**src/rtl/demux2.sv**
```systemverilog
// Two-way four-phase bundled-data demultiplexer: one data token plus one
// selector token yields one output token on the selected output channel.
module demux2 #(
  parameter int N = 1
) (
  input  logic         clk,
  input  logic         rst,
  input  logic         r_i,
  output logic         a_i,
  input  logic [N-1:0] d_i,
  input  logic         rctl_i,
  input  logic         dctl_i,
  output logic         actl_i,
  output logic         r_o,
  input  logic         a_o,
  output logic [N-1:0] d_o,
  output logic         r1_o,
  input  logic         a1_o,
  output logic [N-1:0] d1_o
);

  typedef enum logic [1:0] {
    IDLE = 2'd0,
    SEND = 2'd1,
    ACK  = 2'd2
  } state_t;

  state_t        state;
  logic          sel;
  logic [N-1:0]  data;
  logic          sel_ack;

  // Only the ack of the steered output matters; the other one is ignored.
  assign sel_ack = sel ? a1_o : a_o;

  assign d_o  = data;
  assign d1_o = data;

  always_ff @(posedge clk) begin
    if (rst) begin
      state  <= IDLE;
      sel    <= 1'b0;
      data   <= '0;
      a_i    <= 1'b0;
      actl_i <= 1'b0;
      r_o    <= 1'b0;
      r1_o   <= 1'b0;
    end else begin
      case (state)
        IDLE: begin
          if (r_i && rctl_i) begin
            data  <= d_i;
            sel   <= dctl_i;
            r_o   <= ~dctl_i;
            r1_o  <= dctl_i;
            state <= SEND;
          end
        end
        SEND: begin
          if (sel_ack) begin
            r_o    <= 1'b0;
            r1_o   <= 1'b0;
            a_i    <= 1'b1;
            actl_i <= 1'b1;
            state  <= ACK;
          end
        end
        ACK: begin
          // Return to zero only once all three channels have released.
          if (!r_i && !rctl_i && !sel_ack) begin
            a_i    <= 1'b0;
            actl_i <= 1'b0;
            state  <= IDLE;
          end
        end
        default: begin
          a_i    <= 1'b0;
          actl_i <= 1'b0;
          r_o    <= 1'b0;
          r1_o   <= 1'b0;
          state  <= IDLE;
        end
      endcase
    end
  end

endmodule

```
**config.mk**
```make
export PLATFORM = sky130hd
export DESIGN_NAME = demux2
export DESIGN_NICKNAME = d
export VERILOG_FILES = /design/src/rtl/demux2.sv
export SDC_FILE = /design/constraint.sdc
export NUM_CORES = 1
export LEC_CHECK = 0
export ABC_AREA = 1
export ABC_CLOCK_PERIOD_IN_PS = 1110
export BUFFER_PORTS_ARGS = -buffer_cell sky130_fd_sc_hd__buf_2
export CAP_MARGIN = 20
export CELL_PAD_IN_SITES_DETAIL_PLACEMENT = 0
export CELL_PAD_IN_SITES_GLOBAL_PLACEMENT = 2
export CORE_UTILIZATION = 21
export CTS_BUF_LIST = sky130_fd_sc_hd__clkbuf_4 sky130_fd_sc_hd__clkbuf_8
export DETAILED_ROUTE_END_ITERATION = 8
export PLACE_DENSITY = 0.7
export SLEW_MARGIN = 10
export SYNTH_ARGS = -nofsm -noshare
export SYNTH_HDL_FRONTEND = slang
export SYNTH_SLANG_ARGS = --single-unit
export TNS_END_PERCENT = 100
```
**constraint.sdc**
```tcl
create_clock -name clk -period 1.11 [get_ports clk]
set_clock_uncertainty 0.2 [all_clocks]
set_input_delay 0.222 -clock clk [delete_from_list [all_inputs] [get_ports clk]]
set_output_delay 0.222 -clock clk [all_outputs]
set_load 0.01 [all_outputs]
```
### Word level (Yosys, flattened, before mapping)

Cells that the tools add are included.
Widths: inputs -> output; s select.

* register bits after elaboration: 7
* input bits: 8
* word-level logic and storage cells: 38

* equality and inequality tests: 5
* multiplexer cells: 13
* bitwise operators: 3
* reduce and logical (&&, ||, !) cells: 11

Operators by type and width (number)
* $pmux 1 s3: 3
* $reduce_and 3->1: 3
* $mux 1: 6
* $mux 2: 3
* $ne 2x2->1 const B: 3
* $pmux 2 s3: 1
* $logic_and 1x1->1: 3
* $logic_not 1->1: 3
* $not 1->1: 3
* $eq 2x1->1 const B: 1
* $eq 2x2->1 const B: 1
* $logic_not 2->1: 1
* $reduce_and 2->1: 1

### Depth between registers and ports, before layout

* word-level depth: 5
* mapped depth: 7
* mapped depth without buffers: 7

### Least setup slack after synthesis

OpenSTA, ideal clock, no wires.

* kind: register to register
* start: reg state[1]
* end: reg r_o
* arrival: 0.837 ns
* data required time: 0.844 ns
* slack: 0.007 ns
* stages on the path, launching flop included: 5
* path buffers: 0
* cell sequence: dfxtp_1 -> nor2_2 -> nand2_2 -> or2_1 -> a21oi_2

* longest elaborated chain between the ends: 3

Ends and longest elaborated chain
* start, declared: line 28 `state_t state;`
* start signal, assigned: line 41 `state <= IDLE;`
* start signal, assigned: line 56 `state <= SEND;`
* start signal, assigned: line 65 `state <= ACK;`
* $eq 2x1->1 (tied with other cells): line 49 `case (state)`
* $ne 2x2->1 (no line) or $not 1->1 (tied branches)
* $reduce_and 3->1 (no line)
* end signal, assigned: line 54 `r_o <= ~dctl_i;`
* end, declared: line 14 `output logic r_o,`

Several ways; a longest one is shown, not always the timed one.
A chain may end at the register's enable or synchronous reset.

### Final worst setup path

* start: reg state[0]
* end: reg r_o

The elaborated chain is that of the path after synthesis.

==> run metrics <==
Mapped Cells=45; Pwr Density=1244 mW/mm²; Final Hold Vio Count=0; CTS tree=done; maximum clock path buffer count=2; Max Clock Freq=859.2 MHz; met3 GRT Util=3.261%; Slowest cell on crit path=dfxtp_4; Mapped Area=317.8 µm²; fin crit period=1.164 ns; # DRC=0; Worst path max stage delay=0.35 ns; CP Max Fanout=5; Die Y=40.90 µm; Synth area leader=dfxtp_1; simple-gate share of the synthesized area=29.53%; FF-to-FF path depth=4; GRT Overall Usage=11.02%; global route overflow=0; vias in the first global route=323; largest net degree at the start of global routing=7; Antenna diodes=0; Min-Delay Path Depth=2; crit-path leading delay family=simple AND/OR/NAND/NOR gates; Post-CTS Repair Setup Buffers=0; initial core utilization=23.54%; FF-to-FF setup slack=-0.05 ns; Max IR drop VDD=0.5501 mV; Worst Hold Launch=rst; dpl hpwl=538.7 µm; TritonRoute pass-1 iters=3; Crit path required time=1.09 ns; Initial DRC Count=3; post-synth net total=53; wire per inst=9.203 µm; failing checks=setup timing; CP Capture Type=register; Vias per Instance=4.316; Seq/Total Area, Yosys=44.09%; setup TNS=-0.1062 ns; mux cell area share after synthesis=0%; share of layout cells above drive strength 1=62.50%; Final Wtd Congestion=0.6564; actual slew at the worst max-slew pin=0.1494 ns; reg-to-reg critical path endpoint=r_o; cell row count=13; first-pass GRT wire length=1200 µm; root buffer cell=clkbuf_4; busiest grt layer=met2; largest family of logic cells by synthesized area=simple AND/OR/NAND/NOR gates; XOR/XNOR Fraction of Synth Area=0%; initial antenna violation count=0; Setup Viol. Count Final=7; H-tree depth=1; status=finished with violations; cts bufs inserted=3; static leakage=0.2465 nW; area share of fa/ha/maj cells after synthesis=0%; CP arrival=1.15 ns; worst hold endpoint=r1_o; worst path bufs/invs=0; die boundary width=40.90 µm; Place WS=-0.03550 ns; critical path startpoint category=register; critical path cell sequence=nor2_4 > nand2_4 > or2_1 > a21oi_2; type of the most critical hold path=in2reg; clock latency on the worst-skew pair=0.25 ns; Area growth syn-to-layout=65.35%; Worst R2R Start=state[0]; Slew Limit Headroom=89.94%; post-synthesis cell type count=13; crit path kind=reg2reg; #FFs+latches synth=7; core area=0.001350 mm²; Synth area leaders=dfxtp_1 (44%), nand2_1 (14%), a21oi_1 (7.9%), inv_1 (7.1%), nand3_1 (4.7%); grt met2 use=16.02%; CTS clk-pin slew, worst paths=0.06 ns; Warnings, synthesis=0; Port Buf Inserts=13; # Max-Cap Violations=0; Final ANT Viol Nets=0; Avg Cell Area, Syn=7.062 µm²; met1 usage=14.75%; die footprint=0.001673 mm²; share of Yosys cell area claimed by the top area cell type=44.09%; drt total wl=727 µm; RSZ-0062 raised after global routing=yes; count of pins over their slew limit=0; # clock sinks=7; final worst slack=-0.05384 ns; Compound-Gate Fraction of Synth Area=14.57%; fin nets=73; crit share post-route=104.9%; total number of vias=341; # IOs=14
## per-stage QoR
step                      util (%)  instance area (µm²)  hold slack, ns  power, mW  instances
final                        38.92                525.5         0.02336     0.6538         79
after global routing         38.92                525.5         0.01879     0.6972         79
after CTS                    35.87                484.2        0.007554     0.6462         79
after detailed placement     30.86                416.7          0.2557     0.3719         75
after global placement       30.86                416.7          0.2515     0.3729         75
after floorplan                  -                317.8         0.08444     0.3321         45
## kinds of logic after synthesis
family / count (synthesis)
buffers and inverters: 8
DFF: 7
AOI/OAI and AO/OA: 8
and+or+nand+nor: 22
## synth_stat cells
cell type and number:
inv_1 6, nand3_1 3, o21bai_1 1, nor2_1 4
nand2_1 12, buf_4 2, dfxtp_1 7, or2_1 1
a21oi_1 5, nor2_2 1, o21ai_0 1, a21oi_2 1
nand2_2 1
## cell usage in the layout (no fill, tap or decap), types with 2 or more instances in the layout
master	n
nand3_1	2
nand2_2	5
dfxtp_2	4
dfxtp_4	2
buf_6	5
buf_2	8
inv_1	3
nor2_4	2
nand2_1	7
a21oi_1	5
inv_2	3
clkbuf_4	4
buf_4	4
nor2_1	3
## per-layer routing
metal | wire (µm) | vias to the layer above
met3 | 30 | 0
met2 | 379 | 7
met4 | 0 | 0
met1 | 316 | 156
met5 | 0 | -
li1 | - | 178
## state kept, by name, summed over array words and instances, names as in the netlist
register	cells
state	2
actl_i	1
d1_o	1
r1_o	1
r_o	1
sel	1
## timing repair
action,in CTS,in global routing
pin swaps,1,7
gates resized for setup,11,15
hold buffers,0,0
endpoints found under the setup margin,9,12
## power breakdown
part	switching (mW)	internal (mW)
registers	0.0145	0.265
clock network	0.0942	0.162
logic	0.0574	0.0611
## area by class of cell
type,instances,area [µm²]
fill,158,824.5
multi-input combinational,30,175.2
tap,15,18.77
clock buffer,4,30.03
sequential,7,152.6
inverter,6,22.52
timing repair buffer,17,126.4
## worst max path at each step
stage	from	endpoint	cells after the start
3_3_place_gp	state[1]	r_o	4
3_5_place_dp	state[0]	r_o	6
4_1_cts	state[1]	r_o	4
2_1_floorplan	state[1]	r_o	4
6_report	state[0]	r_o	4
5_1_grt	state[0]	r_o	4
Power figures use the tool's default switching activity.
